==> config.mk <==
export PLATFORM = sky130hd
export DESIGN_NAME = swd_host_tx
export DESIGN_NICKNAME = d
export VERILOG_FILES = /design/src/rtl/swd_pkg.sv /design/src/rtl/swd_bit_timer.sv /design/src/rtl/swd_host_tx.sv
export SDC_FILE = /design/constraint.sdc
export NUM_CORES = 1
export LEC_CHECK = 0
export ABC_AREA = 1
export CAP_MARGIN = 5
export CORE_ASPECT_RATIO = 0.7
export CORE_UTILIZATION = 30
export CTS_CLUSTER_DIAMETER = 80
export DETAILED_ROUTE_END_ITERATION = 6
export DONT_BUFFER_PORTS = 1
export HOLD_SLACK_MARGIN = 0.1
export SLEW_MARGIN = 20
export SYNTH_ARGS = -nofsm -noshare
export SYNTH_HDL_FRONTEND = slang
export SYNTH_SLANG_ARGS = --single-unit
==> constraint.sdc <==
create_clock -name clk -period 2.14 [get_ports clk]
set_input_delay 0.642 -clock clk [delete_from_list [all_inputs] [get_ports clk]]
set_output_delay 0.642 -clock clk [all_outputs]
set_load 0.02 [all_outputs]
==> src/rtl/swd_pkg.sv <==
// Shared SWD definitions: controller states, ACK codes, phase lengths and header builder.
// Used by both the host transmitter and the receive side.
package swd_pkg;

  typedef enum logic [3:0] {
    ST_IDLE,
    ST_HDR,
    ST_TRN1,
    ST_ACK,
    ST_TRN2,
    ST_WDATA,
    ST_RDATA,
    ST_TRN3,
    ST_DONE
  } swd_state_e;

  localparam logic [2:0] ACK_OK    = 3'b001;
  localparam logic [2:0] ACK_WAIT  = 3'b010;
  localparam logic [2:0] ACK_FAULT = 3'b100;

  localparam int HDR_BITS  = 8;
  localparam int TRN_BITS  = 1;
  localparam int ACK_BITS  = 3;
  localparam int DATA_BITS = 33;
  localparam int BIT_CNT_W = 6;

  // Request header, bit 0 goes out first: start, APnDP, RnW, A2, A3, parity, stop, park.
  function automatic logic [7:0] swd_header(input logic apndp, input logic rnw,
                                            input logic [1:0] addr);
    return {1'b1, 1'b0, ^{apndp, rnw, addr}, addr[1], addr[0], rnw, apndp, 1'b1};
  endfunction

endpackage

==> src/rtl/swd_bit_timer.sv <==
// SWCLK generator: each bit is CLK_DIV clocks low then CLK_DIV clocks high.
// drive_stb marks the edge that opens the next low phase; sample_stb the edge where swclk rises.
module swd_bit_timer #(
  parameter int CLK_DIV = 50
) (
  input  logic clk,
  input  logic rst_n,
  input  logic en,
  output logic swclk,
  output logic drive_stb,
  output logic sample_stb
);

  localparam int CW = (CLK_DIV > 1) ? $clog2(CLK_DIV) : 1;
  localparam logic [CW-1:0] CNT_LOAD = CW'(CLK_DIV - 1);

  logic [CW-1:0] cnt;
  logic          phase;
  logic          tc;

  assign tc = (cnt == '0);

  always_ff @(posedge clk or negedge rst_n) begin
    if (!rst_n) begin
      cnt   <= '0;
      phase <= 1'b0;
    end else if (!en) begin
      cnt   <= CNT_LOAD;
      phase <= 1'b0;
    end else if (tc) begin
      cnt   <= CNT_LOAD;
      phase <= ~phase;
    end else begin
      cnt   <= cnt - 1'b1;
    end
  end

  assign swclk      = phase;
  assign sample_stb = en & ~phase & tc;
  assign drive_stb  = en & phase & tc;

endmodule

==> src/rtl/swd_host_tx.sv <==
// SWD host transaction engine: sends the request header, reads ACK, then moves write or read data.
// state | meaning
// IDLE  | waiting for start, host drives swdio low
// HDR   | 8 request header bits driven by host
// TRN1  | turnaround to target
// ACK   | 3 ACK bits sampled from target
// TRN2  | turnaround back to host before write data
// WDATA | 32 write bits plus parity driven by host
// RDATA | 32 read bits plus parity sampled from target
// TRN3  | final turnaround after read data or a non-OK ACK
// DONE  | one-cycle completion pulse
module swd_host_tx
  import swd_pkg::*;
#(
  parameter int CLK_DIV = 50
) (
  input  logic        clk,
  input  logic        rst_n,
  input  logic        start,
  input  logic        apndp,
  input  logic        rnw,
  input  logic [1:0]  addr,
  input  logic [31:0] wdata,
  output logic        busy,
  output logic        done,
  output logic [2:0]  ack,
  output logic [31:0] rdata,
  output logic        parity_err,
  output logic        swclk,
  output logic        swdio_o,
  output logic        swdio_oe,
  input  logic        swdio_i
);

  swd_state_e             state, state_nxt;
  logic [BIT_CNT_W-1:0]   bit_cnt, bit_cnt_nxt;
  logic [31:0]            tx_sh, tx_sh_nxt;
  logic                   swdio_o_nxt, swdio_oe_nxt;
  logic                   req_rnw;
  logic [31:0]            req_wdata;
  logic                   accept;
  logic                   drive_stb, sample_stb;
  logic [7:0]             hdr;

  assign busy   = (state != ST_IDLE) && (state != ST_DONE);
  assign done   = (state == ST_DONE);
  assign accept = (state == ST_IDLE) && start;
  assign hdr    = swd_header(apndp, rnw, addr);

  swd_bit_timer #(.CLK_DIV(CLK_DIV)) u_timer (
    .clk       (clk),
    .rst_n     (rst_n),
    .en        (busy),
    .swclk     (swclk),
    .drive_stb (drive_stb),
    .sample_stb(sample_stb)
  );

  always_ff @(posedge clk or negedge rst_n) begin
    if (!rst_n) state <= ST_IDLE;
    else        state <= state_nxt;
  end

  // Bit counter holds the bits remaining after the current one; new values land on drive_stb.
  always_comb begin
    state_nxt    = state;
    bit_cnt_nxt  = bit_cnt;
    tx_sh_nxt    = tx_sh;
    swdio_o_nxt  = swdio_o;
    swdio_oe_nxt = swdio_oe;
    if (drive_stb && bit_cnt != '0) bit_cnt_nxt = bit_cnt - 1'b1;
    case (state)
      ST_IDLE: begin
        if (start) begin
          state_nxt    = ST_HDR;
          bit_cnt_nxt  = BIT_CNT_W'(HDR_BITS - 1);
          swdio_o_nxt  = hdr[0];
          swdio_oe_nxt = 1'b1;
          tx_sh_nxt    = {25'b0, hdr[7:1]};
        end
      end
      ST_HDR, ST_WDATA: begin
        if (drive_stb) begin
          if (bit_cnt == '0) begin
            state_nxt    = (state == ST_HDR) ? ST_TRN1 : ST_DONE;
            bit_cnt_nxt  = BIT_CNT_W'(TRN_BITS - 1);
            swdio_o_nxt  = 1'b0;
            swdio_oe_nxt = (state == ST_WDATA);
          end else begin
            swdio_o_nxt = tx_sh[0];
            tx_sh_nxt   = {1'b0, tx_sh[31:1]};
          end
        end
      end
      ST_TRN1: begin
        if (drive_stb) begin
          state_nxt   = ST_ACK;
          bit_cnt_nxt = BIT_CNT_W'(ACK_BITS - 1);
        end
      end
      ST_ACK: begin
        if (drive_stb && bit_cnt == '0) begin
          if (ack == ACK_OK && req_rnw) begin
            state_nxt   = ST_RDATA;
            bit_cnt_nxt = BIT_CNT_W'(DATA_BITS - 1);
          end else begin
            state_nxt   = (ack == ACK_OK) ? ST_TRN2 : ST_TRN3;
            bit_cnt_nxt = BIT_CNT_W'(TRN_BITS - 1);
          end
        end
      end
      ST_TRN2: begin
        if (drive_stb) begin
          state_nxt    = ST_WDATA;
          bit_cnt_nxt  = BIT_CNT_W'(DATA_BITS - 1);
          swdio_o_nxt  = req_wdata[0];
          swdio_oe_nxt = 1'b1;
          tx_sh_nxt    = {^req_wdata, req_wdata[31:1]};
        end
      end
      ST_RDATA: begin
        if (drive_stb && bit_cnt == '0) begin
          state_nxt   = ST_TRN3;
          bit_cnt_nxt = BIT_CNT_W'(TRN_BITS - 1);
        end
      end
      ST_TRN3: begin
        if (drive_stb) begin
          state_nxt    = ST_DONE;
          swdio_o_nxt  = 1'b0;
          swdio_oe_nxt = 1'b1;
        end
      end
      ST_DONE: state_nxt = ST_IDLE;
      default: state_nxt = ST_IDLE;
    endcase
  end

  always_ff @(posedge clk or negedge rst_n) begin
    if (!rst_n) begin
      bit_cnt  <= '0;
      tx_sh    <= '0;
      swdio_o  <= 1'b0;
      swdio_oe <= 1'b1;
    end else begin
      bit_cnt  <= bit_cnt_nxt;
      tx_sh    <= tx_sh_nxt;
      swdio_o  <= swdio_o_nxt;
      swdio_oe <= swdio_oe_nxt;
    end
  end

  always_ff @(posedge clk or negedge rst_n) begin
    if (!rst_n) begin
      req_rnw   <= 1'b0;
      req_wdata <= '0;
    end else if (accept) begin
      req_rnw   <= rnw;
      req_wdata <= wdata;
    end
  end

  // rdata is only touched in RDATA, so non-OK transactions leave it as it was.
  always_ff @(posedge clk or negedge rst_n) begin
    if (!rst_n) begin
      ack        <= '0;
      rdata      <= '0;
      parity_err <= 1'b0;
    end else begin
      if (accept) parity_err <= 1'b0;
      if (sample_stb) begin
        if (state == ST_ACK) begin
          ack <= {swdio_i, ack[2:1]};
        end else if (state == ST_RDATA) begin
          if (bit_cnt != '0) rdata      <= {swdio_i, rdata[31:1]};
          else               parity_err <= swdio_i ^ (^rdata);
        end
      end
    end
  end

endmodule

### Word-level counts from Yosys, hierarchy flattened

Index checks and enable logic that the tools add are counted.

| storage, ports and cells | value |
|---|---|
| register bits | 120 |
| output and inout port bits | 41 |
| word-level logic and storage cells | 112 |

| operators by class | value |
|---|---|
| add/sub/neg operators | 2 |
| equality and inequality tests | 21 |
| multiplexer cells | 46 |
| bitwise logic cells | 7 |
| reductions and logical operators | 24 |

Operators with widths:

| cell | count |
|---|---|
| $mux 32 | 4 |
| $pmux 32 s3 | 1 |
| $mux 6 | 11 |
| $reduce_xor 32->1 | 2 |
| $mux 4 | 9 |
| $pmux 6 s6 | 1 |
| $pmux 4 s7 | 1 |
| $ne 2x2->1 const B | 10 |
| $eq 4x3->1 const B | 4 |
| $mux 1 | 15 |
| $reduce_and 5->1 | 3 |
| $logic_not 6->1 | 2 |
| $sub 6x1->6 const B | 2 |
| $eq 4x2->1 const B | 2 |
| $reduce_and 8->1 | 1 |
| $reduce_bool 4->1 | 2 |
| $reduce_bool 3->1 | 2 |
| $reduce_bool 6->1 | 1 |
| $logic_and 1x1->1 | 5 |
| $and 1x1->1 | 4 |
| $eq 4x1->1 const B | 1 |
| $eq 4x4->1 const B | 1 |
| $logic_not 4->1 | 1 |
| $mux 2 | 2 |
| other kinds (11) | 13 |

### Logic depth before layout (Yosys ltp)

| depth | value |
|---|---|
| word-level depth | 9 |
| gate-level depth with buffers | 14 |

### By module

From an unflattened synthesis, not the netlist that was laid out.

| second synthesis, totals | value |
|---|---|
| cell total of the unflattened synthesis | 823 |
| area total of the unflattened synthesis | 6,631.4 µm² |

Modules (own cells, without submodules):

| module | times used | cells an instance | area an instance (µm²) | seq. area each (µm²) |
|---|---|---|---|---|
| swd_host_tx | 1 | 782 | 6,274.8 | 2,829.0 |
| swd_bit_timer | 1 | 41 | 356.6 | 175.2 |

### Worst setup path before layout

OpenSTA, ideal clock, no wires.

| timing path | value |
|---|---|
| kind | flip-flop to output port |
| start point | register state[0] |
| end point | output done |
| arrival | 1.206 ns |
| path slack | 0.292 ns |
| stages on the path, launching flop included | 7 |
| path buffers | 1 |
| cell sequence | dfrtp_1 -> buf_4 -> nor2_4 -> inv_2 -> nor2_4 -> inv_2 -> nor2_1 |

| on the way | value |
|---|---|
| word-level cells in the longest chain between the ends | 1 |

Ends and longest elaborated chain:

| what | line | RTL |
|---|---|---|
| from (decl) | swd_host_tx.sv:35 | `swd_state_e state, state_nxt;` |
| from (signal assigned) | swd_host_tx.sv:61 | `else state <= state_nxt;` |
| $eq 4x4->1 | swd_host_tx.sv:46 | `assign done = (state == ST_DONE);` |
| to (decl) | swd_host_tx.sv:25 | `output logic done,` |

Every way passes these cells.

### Worst setup path after layout

Ends and elaborated chain as after synthesis.

==> reports/results.ini <==
[critical_path]
r2r_start=bit_cnt[1]
crit_family=flip-flops
slowest_stage=dfrtp_1
cp_max_fo=3
crit_path_start_kind=flop
crit_path_frequent_cell=nor2_4
cp_slowest_stage_delay_ns=0.40
crit_start=state[0]
worstPathCellList=nor2_4, inv_2, nor2_4, inv_2, nor2_4, buf_6
critical_path_arrival_ns=1.44
worstSetupPathType=flop to output pin
cp.buffers_inverters=3
worstPathRequired_ns=1.50
end_kind=output pin

[sta]
worst_slack_ns=0.05494
fin_crit_sh=0.9743
hold_viol=119
grt_setup_unrepaired=yes
fin_setup_tns_ns=0
max_slew_margin=0.7533
fmax_mhz=479.6
hold_slack_ns=-0.07532
worstMarginPinSlew_ns=0.3670
setup_violations=0
fin_crit_ns=2.085
final_max_slew_viol_count=0
clock_skew_ns=0.01420

[global_routing]
track_usage=0.1454
overflow=0
grt_pass1_vias=4802
antenna_found_initial=3
grt_pass1_wl_um=25340
grt_max_degree=121

[clock_tree]
numCtsBuffers=17
cts_root_buf=clkbuf_16
cts_sinks=120
cts_tree=yes
worstSkewPairLatency_ns=0.42
clockBufferDepth=2
htreeDepth=4
clk_pin_slew_worst_paths_ns=0.06

[synthesis]
async_flop_share=1.000
synth_seq_cells=120
syn_area_mm2=0.006500
synth_edf_count=0
avgSynthCellArea_um2=7.879
synth_top_flop_cell=dfrtp_1
ys_warn_count=0
ys_types=39
syn_nets=868
synth_cells=825
ys_seq_area_frac=0.4622

[cells_and_area]
stdcell_area_mm2=0.007654
final_common_cell=nand2_1
syn_to_final_growth_pct=17.75
drive_gt1_frac=0.1400
fill_cells=2130
postLayoutCoreUtil=0.3649
layout_common_cells=nand2_1 (316), dfrtp_1 (118), inv_1 (80)
nets=887
instances_no_fill=1134

[floorplanning]
die_width_um=177.9
dieArea_mm2=0.02227
rows=44
io_pins=81
coreArea_mm2=0.02098
die_h_um=125.2
start_util=0.3099

[status]
violations=negative hold slack
status=finished, violations left

[placement]
io_buffers=0
preCtsSetupSlack_ns=0.01773
dp_cells=1091
hpwl_um=10340
gp_congestion=0.8406
place_area_mm2=0.006852

[detailed_routing]
drt-pass1-iter-count=5
ant_nets=0
drtIter0Drc=367
wl_per_cell_um=13.36
route.vias.total=5200
drcViolationCount=0
drt_wl_total_um=15150
vias_per_cell=4.586

[power]
power.total_mw=5.413
p_per_area_mw_per_mm2=707.2
power_leakage_nw=3.846
irDropWorstVdd_uv=470.4

[worst_hold_path]
hp-class=primary input to asynchronous set/reset pin

[job]
cap_violations=0

synth_stat cells, drive strengths merged (4+ instances only):
cell type / count / share of area
o211ai: 6 / 0.0069
xor2: 16 / 0.022
nand2: 317 / 0.18
o21ai: 51 / 0.040
buf: 15 / 0.014
o22ai: 4 / 0.0038
mux2: 32 / 0.055
clkbuf: 8 / 0.0046
nor3: 4 / 0.0064
inv: 90 / 0.052
xnor2: 24 / 0.032
dfrtp: 119 / 0.46
nand3: 74 / 0.060
nor2: 40 / 0.028
a21oi: 5 / 0.0038
registers in the layout, indices dropped and copies added (netlist names):
name,count
bit_cnt,6
u_timer.swclk,1
ack,3
req_wdata,32
req_rnw,1
rdata,32
u_timer.cnt,6
parity_err,1
swdio_oe,1
tx_sh,32
swdio_o,1
state,4
routing by layer:
metal / track usage / wire, µm / part of all wire
met1: 0.2136 / 7779 / 0.51
met2: 0.1923 / 6288 / 0.42
met3: 0.05687 / 954 / 0.063
met4: 0.04374 / 97 / 0.0064
met5: 0 / 24 / 0.0016
final timing paths:
check | end | slack (ns) | depth (start not counted)
worst min-delay path | rdata[29] | -0.08 | 0
worst max register to register | tx_sh[3] | 0.15 | 8
worst max-delay path | done | 0.05 | 6
max in group asynchronous | swdio_oe | 2.01 | 0
min in group clk | req_wdata[20] | 0.37 | 1
worst min register to register | u_timer.cnt[0] | 0.46 | 1
report_power, final:
part           total, mW  switching (mW)  leakage [nW]  internal [mW]
Combinational     0.0146         0.00614          1.94        0.00847
Sequential          2.27               0          1.59           2.27
Clock               3.13            1.10         0.314           2.02
Total               5.41            1.11          3.85           4.30
what timing repair did:
action	in CTS	in global routing
cloned	0	1
buffers inserted	1	8
setup endpoints to repair	2	32
hold endpoints to repair	120	120
gates resized for setup	4	8
pin swaps	1	5
area by class of cell:
| type | count | area [µm²] | share of cell area |
|---|---|---|---|
| Clock buffer | 19 | 452.9 | 0.05918 |
| Multi-Input combinational cell | 593 | 3089 | 0.4036 |
| Timing Repair Buffer | 22 | 219.0 | 0.02861 |
| Sequential cell | 120 | 3005 | 0.3927 |
| Antenna cell | 1 | 2.502 | 0.0003270 |
| Tap cell | 276 | 345.3 | 0.04512 |
| Clock inverter | 13 | 193.9 | 0.02534 |
| Inverter | 90 | 345.3 | 0.04512 |
cells by family (layout without fill, tap and decap cells):
group	after synthesis	in the layout	synth area share
adder cells (fa/ha/maj)	3	3	0.005775
AND/OR/NAND/NOR	443	444	0.2872
XOR/XNOR	40	40	0.05390
buffers and inverters	113	144	0.07065
flip-flops	120	120	0.4622
other	0	1	0
multiplexers	32	32	0.05544
AO/OA/AOI/OAI	74	74	0.06487
No activity file was read; power rests on OpenSTA's default activity.
